==> config.mk <==
export PLATFORM = sky130hd
export DESIGN_NAME = kb_event_scanner
export DESIGN_NICKNAME = d
export VERILOG_FILES = /design/src/rtl/kb_event_scanner.sv
export SDC_FILE = /design/constraint.sdc
export NUM_CORES = 1
export LEC_CHECK = 0
export CAP_MARGIN = 20
export CORE_MARGIN = 3
export CORE_UTILIZATION = 40
export CTS_BUF_LIST = sky130_fd_sc_hd__clkbuf_8
export CTS_CLUSTER_DIAMETER = 80
export DETAILED_ROUTE_END_ITERATION = 10
export PLACE_DENSITY = 0.63
export SLEW_MARGIN = 15
export SYNTH_ARGS = -nofsm -noshare
export SYNTH_HDL_FRONTEND = slang
export SYNTH_SLANG_ARGS = --single-unit
==> constraint.sdc <==
create_clock -name clk -period 10.1 [get_ports clk]
set_input_delay 1.515 -clock clk [delete_from_list [all_inputs] [get_ports clk]]
set_output_delay 1.515 -clock clk [all_outputs]
set_load 0.01 [all_outputs]
==> src/rtl/kb_event_scanner.sv <==
`default_nettype none
// ============================================================================
// Module   : kb_event_scanner
// Brief    : Diffs successive 126-key bitmap reports into make/break/repeat events
// Revision : 1.0 - initial release
// ============================================================================
module kb_event_scanner #(
    parameter int TYPEMATIC_EN = 1,
    parameter int BREAK_FIRST  = 1
) (
    input  logic         clk,
    input  logic         reset,
    input  logic         fifo_empty,
    output logic         fifo_rd_en,
    input  logic [125:0] fifo_dout,
    output logic         evt_valid,
    input  logic         evt_ready,
    output logic [6:0]   evt_key,
    output logic         evt_make,
    output logic         evt_repeat,
    output logic         busy
);

    localparam logic [6:0] c_LAST_IDX = 7'd125;

    typedef enum logic [2:0] {
        S_IDLE   = 3'd0,
        S_POP    = 3'd1,
        S_LATCH  = 3'd2,
        S_SCAN   = 3'd3,
        S_EMIT   = 3'd4,
        S_REPEAT = 3'd5
    } state_t;

    state_t         r_state;
    state_t         w_next;
    logic [125:0]   r_held;
    logic [125:0]   r_new_rep;
    logic [6:0]     r_idx;
    logic           r_make_pass;
    logic           r_emitted;
    logic [6:0]     r_last_key;
    logic           r_last_vld;
    logic [6:0]     r_evt_key;
    logic           r_evt_make;

    logic           w_held_bit;
    logic           w_new_bit;
    logic           w_qual;
    logic           w_at_last;
    logic           w_to_make;
    logic           w_report_end;
    logic           w_repeat_ok;
    logic           w_load_rep;
    logic           w_hit;
    logic           w_step;
    logic           w_emit_ack;
    logic           w_enter_repeat;

    assign w_held_bit   = r_held[r_idx];
    assign w_new_bit    = r_new_rep[r_idx];
    assign w_at_last    = (r_idx == c_LAST_IDX);
    assign w_to_make    = w_at_last && (BREAK_FIRST != 0) && !r_make_pass;
    assign w_report_end = w_at_last && !w_to_make;
    assign w_repeat_ok  = !r_emitted && (TYPEMATIC_EN != 0) && (|r_new_rep)
                          && r_last_vld && r_held[r_last_key];

    // Qualifying difference for the current pass
    always_comb begin
        w_qual = 1'b0;
        if (BREAK_FIRST == 0) begin
            w_qual = w_held_bit ^ w_new_bit;
        end else if (r_make_pass) begin
            w_qual = ~w_held_bit & w_new_bit;
        end else begin
            w_qual = w_held_bit & ~w_new_bit;
        end
    end

    always_ff @(posedge clk or posedge reset) begin
        if (reset) begin
            r_state <= S_IDLE;
        end else begin
            r_state <= w_next;
        end
    end

    always_comb begin
        w_next         = r_state;
        w_load_rep     = 1'b0;
        w_hit          = 1'b0;
        w_step         = 1'b0;
        w_emit_ack     = 1'b0;
        w_enter_repeat = 1'b0;
        fifo_rd_en     = 1'b0;
        evt_valid      = 1'b0;
        evt_repeat     = 1'b0;
        busy           = (r_state != S_IDLE);
        case (r_state)
            S_IDLE: begin
                if (!fifo_empty) begin
                    w_next = S_POP;
                end
            end
            S_POP: begin
                fifo_rd_en = 1'b1;
                w_next     = S_LATCH;
            end
            S_LATCH: begin
                w_load_rep = 1'b1;
                w_next     = S_SCAN;
            end
            S_SCAN: begin
                if (w_qual) begin
                    w_hit  = 1'b1;
                    w_next = S_EMIT;
                end else begin
                    w_step = 1'b1;
                    if (w_report_end) begin
                        if (w_repeat_ok) begin
                            w_enter_repeat = 1'b1;
                            w_next         = S_REPEAT;
                        end else begin
                            w_next = S_IDLE;
                        end
                    end
                end
            end
            S_EMIT: begin
                evt_valid = 1'b1;
                if (evt_ready) begin
                    w_emit_ack = 1'b1;
                    w_step     = 1'b1;
                    // An event was emitted, so a report ending here never repeats
                    w_next     = w_report_end ? S_IDLE : S_SCAN;
                end
            end
            S_REPEAT: begin
                evt_valid  = 1'b1;
                evt_repeat = 1'b1;
                if (evt_ready) begin
                    w_next = S_IDLE;
                end
            end
            default: begin
                w_next = S_IDLE;
            end
        endcase
    end

    assign evt_key  = r_evt_key;
    assign evt_make = r_evt_make;

    always_ff @(posedge clk or posedge reset) begin
        if (reset) begin
            r_held      <= '0;
            r_new_rep   <= '0;
            r_idx       <= '0;
            r_make_pass <= 1'b0;
            r_emitted   <= 1'b0;
            r_last_key  <= '0;
            r_last_vld  <= 1'b0;
            r_evt_key   <= '0;
            r_evt_make  <= 1'b0;
        end else begin
            if (w_load_rep) begin
                r_new_rep   <= fifo_dout;
                r_idx       <= '0;
                r_make_pass <= 1'b0;
                r_emitted   <= 1'b0;
            end
            if (w_hit) begin
                r_evt_key  <= r_idx;
                r_evt_make <= w_new_bit;
            end
            if (w_enter_repeat) begin
                r_evt_key  <= r_last_key;
                r_evt_make <= 1'b1;
            end
            if (w_emit_ack) begin
                r_held[r_idx] <= w_new_bit;
                r_emitted     <= 1'b1;
                if (w_new_bit) begin
                    r_last_key <= r_idx;
                    r_last_vld <= 1'b1;
                end else if (r_idx == r_last_key) begin
                    r_last_vld <= 1'b0;
                end
            end
            if (w_step) begin
                if (w_to_make) begin
                    r_make_pass <= 1'b1;
                    r_idx       <= '0;
                end else if (!w_at_last) begin
                    r_idx <= r_idx + 7'd1;
                end
            end
        end
    end

endmodule
`default_nettype wire

==> Word level (Yosys, flattened, before mapping) <==
Cells that the tools add are included.
{ "totals": {"ff_bits": 280, "inputBits": 130, "wordCells": 95} }
{ "classes": {"add_sub_neg": 1, "magnitude_cmp": 3, "eq_ne": 11, "n_mux": 47, "bitwise_logic": 4, "n_reduce_logical": 19} }
{ "ops": {"columns": ["op", "n"], "rows": [
  ["126-bit bitwise mux", 1],
  ["126-bit OR reduction", 1],
  ["7-bit two-way mux", 6],
  ["1-bit two-way mux", 27],
  ["1-bit binary-select mux with 7-bit select", 3],
  ["3-bit two-way mux", 6],
  ["3-bit one-hot mux with 6 select lines", 1],
  ["7-bit by 8-bit < comparator with 1-bit output (second input constant)", 2],
  ["7-bit by 1-bit adder with 7-bit output (second input constant)", 1],
  ["1-bit demux with 7-bit select", 1],
  ["7-bit == test", 1],
  ["7-bit == test (second input constant)", 1],
  ["7-bit by 1-bit >= comparator with 1-bit output (second input constant)", 1],
  ["3-bit by 2-bit == test with 1-bit output (second input constant)", 2],
  ["3-bit == test (second input constant)", 2],
  ["1-bit logical AND", 6],
  ["2-bit != test (second input constant)", 3],
  ["2-bit nonzero test", 3],
  ["2-bit AND reduction", 2],
  ["4-bit AND reduction", 1],
  ["3-bit by 1-bit == test with 1-bit output (second input constant)", 1],
  ["1-bit logical NOT", 3],
  ["3-bit logical NOT", 1],
  ["3-bit != test (second input constant)", 1],
  ["6 further kinds", 8]
]} }

==> Longest topological paths before layout <==
Gate-level depths: netlist of run 1.
{ "depth": {"word_depth": 9, "depth_mapped": 16, "mapped_depth_nobuf": 9} }

==> Worst setup path after synthesis of run 1 <==
No wires, ideal clock.
{ "synth_timing": {"kind": "register to register", "from": "reg r_last_key[1]", "to": "reg r_state[2]", "setup_ns": 0.145, "arrival_ns": 2.909, "required_time_ns": 9.955, "path_slack_ns": 7.046, "path_stages_with_launch": 11, "path_buffers": 3, "period_less_slack_ns": 3.054, "cell_sequence": "dfrtp_1 > clkbuf_1 > buf_1 > mux4_2 > mux4_2 > mux4_2 > mux2_2 > nand4b_1 > a2111o_2 > buf_6 > o221ai_1"} }
{ "synth_via": {"elab_chain_len": 7} }
{ "synth_lines": {"columns": ["element", "line", "text"], "rows": [
  ["start, declared", "42", "logic [6:0] r_last_key;"],
  ["start signal, assigned", "184", "r_last_key <= r_idx;"],
  ["1-bit binary-select mux with 7-bit select", "66", "&& r_last_vld && r_held[r_last_key];"],
  ["1-bit two-way mux (implied by the code)", "66", null],
  ["1-bit logical AND", "66", null],
  ["3-bit two-way mux", "120", "if (w_repeat_ok) begin"],
  ["3-bit two-way mux", "119", "if (w_report_end) begin"],
  ["3-bit two-way mux", "114", "if (w_qual) begin"],
  ["3-bit one-hot mux with 6 select lines", "99", "case (r_state)"],
  ["end signal, assigned", "84", "r_state <= w_next;"],
  ["end, declared", "35", "state_t r_state;"]
]} }
Every way passes these cells. The select of a mux whose other input is x is not followed.
A chain may end at the register's enable or synchronous reset.

==> Final worst setup path of run 1 <==
{ "layout_timing": {"from": "reg r_idx[0]", "to": "reg r_held[95]"} }
{ "layout_via": {"elab_chain_len": 5, "word_cells_on_any_way": 8, "cone_classes": "2 x order compare; 5 x mux; 1 x reduce/logical"} }
{ "layout_lines": {"columns": ["element", "line", "text"], "rows": [
  ["start, declared", "39", "logic [6:0] r_idx;"],
  ["start signal, assigned", "195", "r_idx <= r_idx + 7'd1;"],
  ["7-bit by 8-bit < comparator with 1-bit output (implied by the code) or 7-bit by 1-bit >= comparator with 1-bit output (tied branches)", "181", "r_held[r_idx] <= w_new_bit;"],
  ["1-bit logical AND (implied by the code)", "181", null],
  ["1-bit two-way mux (implied by the code)", "181", null],
  ["1-bit demux with 7-bit select", "181", null],
  ["126-bit bitwise mux (*)", "181", null],
  ["end signal, assigned by index", "181", null],
  ["end, declared", "37", "logic [125:0] r_held;"]
]} }
Mark *: on every way between the ends. The rest lies on a longest branch, timed or not. The select of a mux whose other input is x is not followed.

==> qor.yml, run 1 <==
floorplanning:
  die-area_sq_mm: 0.03979
  die_height_microns: 199.5
  rows: 70
  io_pins: 142
  core_sq_mm: 0.03679
  start_util_pct: 40.70
  die_w_microns: 199.5
timing:
  slew_violations: 0
  hold_viol_final: 0
  fin_crit_ns: 4.879
  finalCritPeriodShare_pct: 48.30
  max_freq_ghz: 0.2050
  hold_ws_ns: 0.4921
  relSlewSlack_pct: 23.51
  rsz0062_at_grt: "no"
  clock_skew_ns: 0.03065
  worst_slew_pin_slew_ns: 1.147
  setup_viol: 0
  tns_ns: 0
critical_path:
  cp_slowest_cell: "buf_4"
  slowest_delay_ns: 0.85
  crit_fanout: 104
  cp.arrival_ns: 5.29
  crit_type: "flop to flop"
  crit_required_ns: 10.51
  crit_top_cell: "buf_4"
  cp_num_buf_inv: 3
  cp_top_family: "buffers and inverters"
  start_kind: "flop"
  crit_chain: "buf_4 > clkinv_1 > a221o_1 > a22oi_1 > nor2_1 > a2111oi_2 > and2_4 > buf_4 > a31oi_1"
  end_kind: "flop"
clock_network:
  cts_root_buffer: "clkbuf_8"
  clock-sinks: 280
  ctsHoldBuffers: 0
  postCtsResizedCells: 0
  clock_latency_ns: 0.61
  h-tree-depth: 2
  postCtsSetupBuffers: 0
  cts_buffers: 49
  cts_tree: "done"
  clk_path_buf_depth: 3
  path_clk_slew_ns: 0.06
worst_hold_path:
  hold_class: "flop to flop"
pwr:
  clkPwrFrac_pct: 22.8
  p_sw_share_pct: 42.63
  switching_power_mw: 1.952
  power_leakage_nw: 7.681
  powerDensity_mw_per_mm2: 260.6
  p_int_mw: 2.627
  power_frac_comb_pct: 39.0
  ir_worst_vdd_mv: 0.2838
  seqPwrFrac_pct: 38.3
place:
  port_buffers: 141
  dpl.cell_count: 2108
  dp_hpwl_microns: 31540
  gp_congestion: 0.8828
detailed_routing:
  wl_per_cell_microns: 21.45
  ant_nets: 0
  route.detailed.drc: 0
  first_pass_iters: 8
  vias_per_cell: 5.911
  wirelength_microns: 46990
  vias: 12950
  drt_iter0_drc: 1435
synthesis:
  synth_edf_count: 0
  synth_flop_cell: "dfrtp_1"
  yosysSeqAreaShare_pct: 46.80
  synth_cell_types: 67
  syn_avg_cell_area_sq_um: 9.387
  synth_nets: 1727
  ys_seq_elements: 280
  synth_cells: 1595
  yosys_warnings: 0
  syn-cell-area_sq_mm: 0.01497
  synthArstFlopShare_pct: 100.0
grt:
  grt_pass1_vias: 13170
  grt_max_degree: 105
  grt_pass1_wl_microns: 74310
  grt.overflow.total: 0
  grtUsageTotal_pct: 23.80
  antenna_found_initial: 1
job:
  cap_violations: 0
layout:
  drive_gt1_share_pct: 11.90
  nNetsFinal: 1824
  final_util_pct: 47.77
  diodes: 0
  fillers: 3486
  syn2layout_area_growth_pct: 17.37
  instances_no_fill: 2191
outcome:
  outcome: "complete, no violations"
==> state kept, by name, summed over array words and instances, names as in the netlist <==
register	flops
r_emitted	1
r_make_pass	1
r_idx	7
r_held	126
evt_key	7
evt_make	1
r_last_vld	1
r_new_rep	126
r_last_key	7
r_state	3
==> cells in the final DEF (no fill, tap or decap), types with 14 or more instances in the layout <==
| cell type | count |
|---|---|
| nor2_1 | 165 |
| nand3_1 | 27 |
| clkbuf_8 | 62 |
| mux4_2 | 68 |
| nor4_1 | 34 |
| mux2i_1 | 36 |
| inv_1 | 21 |
| a221oi_1 | 19 |
| a21oi_1 | 138 |
| dfrtp_1 | 276 |
| a22oi_1 | 16 |
| nand2_1 | 426 |
| nand4_1 | 14 |
| clkdlybuf4s50_1 | 141 |
| buf_4 | 21 |
| a31oi_1 | 72 |
| mux2_2 | 22 |
| o21ai_0 | 14 |
==> worst paths after layout <==
check / start / slack, ns / cells after the start / end
max in group asynchronous: reset / 6.60 / 4 / r_idx[1]
worst max register to register: r_idx[0] / 5.22 / 9 / r_held[95]
worst min register to register: r_emitted / 0.49 / 2 / r_emitted
worst min-delay path: r_emitted / 0.49 / 2 / r_emitted
worst max-delay path: r_idx[0] / 5.22 / 9 / r_held[95]
min in group asynchronous: reset / 1.38 / 2 / r_new_rep[44]
==> Yosys cell counts, drive strengths merged, types with 5 or more instances <==
cell | count | area share [%]
inv | 8 | 0.20
nor2 | 168 | 4.2
nor2b | 14 | 0.58
nand2 | 426 | 11
or3 | 5 | 0.21
buf | 44 | 2.0
nand4 | 14 | 0.58
xnor2 | 8 | 0.47
o22ai | 7 | 0.29
a221o | 5 | 0.33
nor3 | 12 | 0.40
mux2 | 22 | 1.7
and3 | 8 | 0.33
nand2b | 8 | 0.33
a221oi | 19 | 1.1
mux4 | 68 | 10
nor4 | 35 | 1.5
nand3 | 28 | 0.97
a21oi | 138 | 4.6
a31oi | 72 | 3.0
clkbuf | 73 | 1.8
a22oi | 16 | 0.80
dfrtp | 280 | 47
and2 | 8 | 0.33
o21ai | 15 | 0.53
mux2i | 36 | 2.4
==> power by group through the flow <==
stage | logic [mW] | clock network [mW] | registers, mW
6_report | 1.78 | 1.04 | 1.75
2_1_floorplan | 1.48 | 0 | 1.59
4_1_cts | 1.77 | 1.06 | 1.75
3_5_place_dp | 1.76 | 0 | 1.76
5_1_grt | 1.97 | 1.11 | 1.79
3_3_place_gp | 1.73 | 0 | 1.76
==> layer usage <==
layer  GRT usage (%)  vias to the layer above  share of wire [%]
met5               0                        -              0.028
met2           36.79                      644                 45
li1                -                     5889                  -
met1           33.60                     6303                 43
met3           4.923                      114                8.4
met4           8.245                        2                3.2
==> area by class of cell <==
class	count	area, sq um	share of cell area [%]
Clock inverter	20	110.1	0.6266
Tap cell	468	585.6	3.332
Sequential cell	280	7014	39.91
Timing Repair Buffer	163	1574	8.957
Clock buffer	62	853.3	4.856
Inverter	9	41.29	0.2350
Multi-Input combinational cell	1189	7395	42.08
==> cells by family after synthesis <==
| kind of cell | share of synthesized area, % |
|---|---|
| flip-flops | 46.80 |
| multiplexers | 14.29 |
| AO/OA/AOI/OAI | 13.33 |
| AND/OR/NAND/NOR | 20.85 |
| adder cells (fa/ha/maj) | 0.1671 |
| XOR/XNOR | 0.4680 |
| buffers and inverters | 4.095 |
==> tightest hold or removal path: stages (launching register included) <==
cell and delay, ns:
dfrtp_1 0.35, nand2_1 0.05, nand2_1 0.06
==> per-stage QoR <==
stage          total power, mW  instance area (sq um)  worst slack [ns]
5_1_grt                  4.870                  17570             4.924
3_3_place_gp             3.491                  16590             5.457
3_5_place_dp             3.521                  16600             5.318
4_1_cts                  4.576                  17570             5.334
6_report                 4.579                  17570             5.221
2_1_floorplan            3.070                  14970            0.8628
(Power assumes the default switching activity.)
==> inputs of run 2 (changes only) <==
- PLACE_DENSITY: 0.63 -> 0.65
- clock period: 10.1 -> 4.1 ns (I/O delays scaled with it)
==> run 2 against run 1 <==
Against the previous run: via count rose by 1.5%; sequential share of layout area fell by 0.59 points; core utilization rose by 0.71 points; critical endpoint is now r_idx[0]; largest cell class unchanged.
==> qor.yml, run 2 (same netlist as run 1, synthesis figures left out) <==
grt:
  grt_max_degree: 127  # was 105
  grtUsageTotal_pct: 23.93  # was 23.80%
  grt.overflow.total: 0  # unchanged
  grt_pass1_vias: 13090  # was 13170
  antenna_found_initial: 0  # was 1
  grt_pass1_wl_microns: 74770  # was 74310 microns
critical_path:
  r2r_cells: 9  # unchanged
  crit_end: "r_idx[0]"  # was r_held[95]
  r2r_slack_ns: 0.37  # was 5.22 ns
  r2r_start: "r_idx[1]"  # was r_idx[0]
  start_kind: "flop"  # unchanged
  cp.arrival_ns: 4.15  # was 5.29 ns
  crit_chain: "and2_1 > a221oi_1 > o221ai_1 > a32o_1 > a2111oi_2 > and2_4 > o211ai_1 > a32oi_1 > o2bb2ai_1"  # was buf_4 > clkinv_1 > a221o_1 > a22oi_1 > nor2_1 > a2111oi_2 > and2_4 > buf_4 > a31oi_1
  crit_type: "flop to flop"  # unchanged
  end_kind: "flop"  # unchanged
  cp_slowest_cell: "dfrtp_4"  # was buf_4
  slowest_delay_ns: 0.63  # was 0.85 ns
  crit_start: "r_idx[1]"  # was r_idx[0]
  crit_required_ns: 4.52  # was 10.51 ns
  crit_fanout: 31  # was 104
  rr_endpoint: "r_idx[0]"  # was r_held[95]
outcome:
  outcome: "complete, no violations"  # unchanged
place:
  dp_hpwl_microns: 31860  # was 31540 microns
  dpl.cell_count: 2132  # was 2108
  gp_congestion: 0.9190  # was 0.8828
  port_buffers: 141  # unchanged
layout:
  instances_no_fill: 2219  # was 2191
  drive_gt1_share_pct: 13.08  # was 11.90%
  diodes: 0  # unchanged
  reg_top3: "r_held (126), r_new_rep (126)"  # unchanged
  syn2layout_area_growth_pct: 19.13  # was 17.37%
  mostFrequentLayoutCells: "nand2_1, dfrtp_1, nor2_1"  # unchanged
  final_common_cell: "nand2_1"  # unchanged
  nNetsFinal: 1846  # was 1824
floorplanning:
  die_w_microns: 199.5  # unchanged
  die_height_microns: 199.5  # unchanged
  die-area_sq_mm: 0.03979  # unchanged
  io_pins: 142  # unchanged
  start_util_pct: 40.70  # unchanged
  core_sq_mm: 0.03679  # unchanged
  rows: 70  # unchanged
timing:
  max_freq_ghz: 0.2680  # was 0.2050 GHz
  rsz0062_at_grt: "no"  # unchanged
  relSlewSlack_pct: 29.12  # was 23.51%
  clock_skew_ns: 0.01842  # was 0.03065 ns
  setup_viol: 0  # unchanged
  fin_crit_ns: 3.732  # was 4.879 ns
  finalCritPeriodShare_pct: 91.02  # was 48.30%
  tns_ns: 0  # unchanged
  worst_slew_pin_slew_ns: 1.063  # was 1.147 ns
  slew_violations: 0  # unchanged
  hold_viol_final: 0  # unchanged
clock_network:
  postCtsSetupBuffers: 0  # unchanged
  cts_tree: "done"  # unchanged
  path_clk_slew_ns: 0.06  # about the same
  clock_latency_ns: 0.58  # was 0.61 ns
  clk_path_buf_depth: 3  # unchanged
  cts_buffers: 47  # was 49
  cts_root_buffer: "clkbuf_8"  # unchanged
  ctsHoldBuffers: 0  # unchanged
  postCtsResizedCells: 0  # unchanged
  clock-sinks: 280  # unchanged
  h-tree-depth: 2  # unchanged
pwr:
  power_leakage_nw: 7.840  # was 7.681 nW
  total_power_mw: 11.73  # was 4.579 mW
  ir_worst_vdd_mv: 1.072  # was 0.2838 mV
  powerDensity_mw_per_mm2: 657.7  # was 260.6 mW/mm^2
detailed_routing:
  vias: 13140  # was 12950
  wirelength_microns: 47030  # was 46990 microns
  drt_iter0_drc: 1367  # was 1435
  ant_nets: 0  # unchanged
  route.detailed.drc: 0  # unchanged
  wl_per_cell_microns: 21.19  # was 21.45 microns
  first_pass_iters: 5  # was 8
  vias_per_cell: 5.922  # was 5.911
worst_hold_path:
  hold_class: "flop to flop"  # unchanged
  hold_depth: 2  # unchanged
job:
  cap_violations: 0  # unchanged
==> run 2: cell types whose count changed in the layout (fill, tap and decap cells not counted) <==
cell | before | now
buf_4 | 21 | 37
buf_12 | 0 | 8
clkinv_2 | 4 | 8
inv_1 | 21 | 24
clkbuf_8 | 62 | 60
inv_8 | 1 | 0
nor2_2 | 2 | 3
nor2_4 | 1 | 0
nor3_1 | 9 | 10
nor3_2 | 3 | 2
==> run 2: per-stage QoR <==
stage	setup WS, ns	hold slack [ns]	instance area, sq um	utilization [%]
floorplan	-0.2223	0.4381	14980	-
global placement	0.6158	0.4592	16870	45.86
detailed placement	0.5081	0.4672	16870	45.86
CTS	0.4832	0.4819	17830	48.47
global route	0.2114	0.4916	17840	48.49
finish	0.3684	0.4818	17840	48.49
==> run 2: final cells by class <==
class / instances / area, sq um
Multi-Input combinational cell: 1189 / 7385
Clock buffer: 60 / 825.8
Tap cell: 468 / 585.6
Inverter: 9 / 37.54
Clock inverter: 26 / 133.9
Fill cell: 3449 / 18950
Timing Repair Buffer: 187 / 1854
Sequential cell: 280 / 7014
==> run 2: routing by layer <==
metal  up-vias  GRT usage (%)  share of wire, %
li1       5938              -                 -
met1      6433          34.69                44
met2       652          36.71                45
met3       119          4.299               8.0
met4         0          7.780               3.1
met5         -              0                 0
==> run 2: report_power, final <==
| group | switching (mW) | internal (mW) |
|---|---|---|
| Clock | 1.14 | 1.38 |
| Combinational | 3.08 | 1.81 |
| Sequential | 0.846 | 3.48 |
| Total | 5.06 | 6.67 |
==> run 2: worst min path at each step <==
stage / slack (ns) / endpoint / startpoint
4_1_cts: 0.48 / r_emitted / r_emitted
3_5_place_dp: 0.47 / r_emitted / r_emitted
3_3_place_gp: 0.46 / r_emitted / r_emitted
6_report: 0.48 / r_emitted / r_emitted
2_1_floorplan: 0.44 / r_emitted / r_emitted
5_1_grt: 0.49 / r_emitted / r_emitted
==> run 2: critical path, delay by kind of cell (launching register included) <==
family | cells | cell delay, ns
compound gates | 7 | 2.32
flops | 1 | 0.63
simple gates | 2 | 0.61
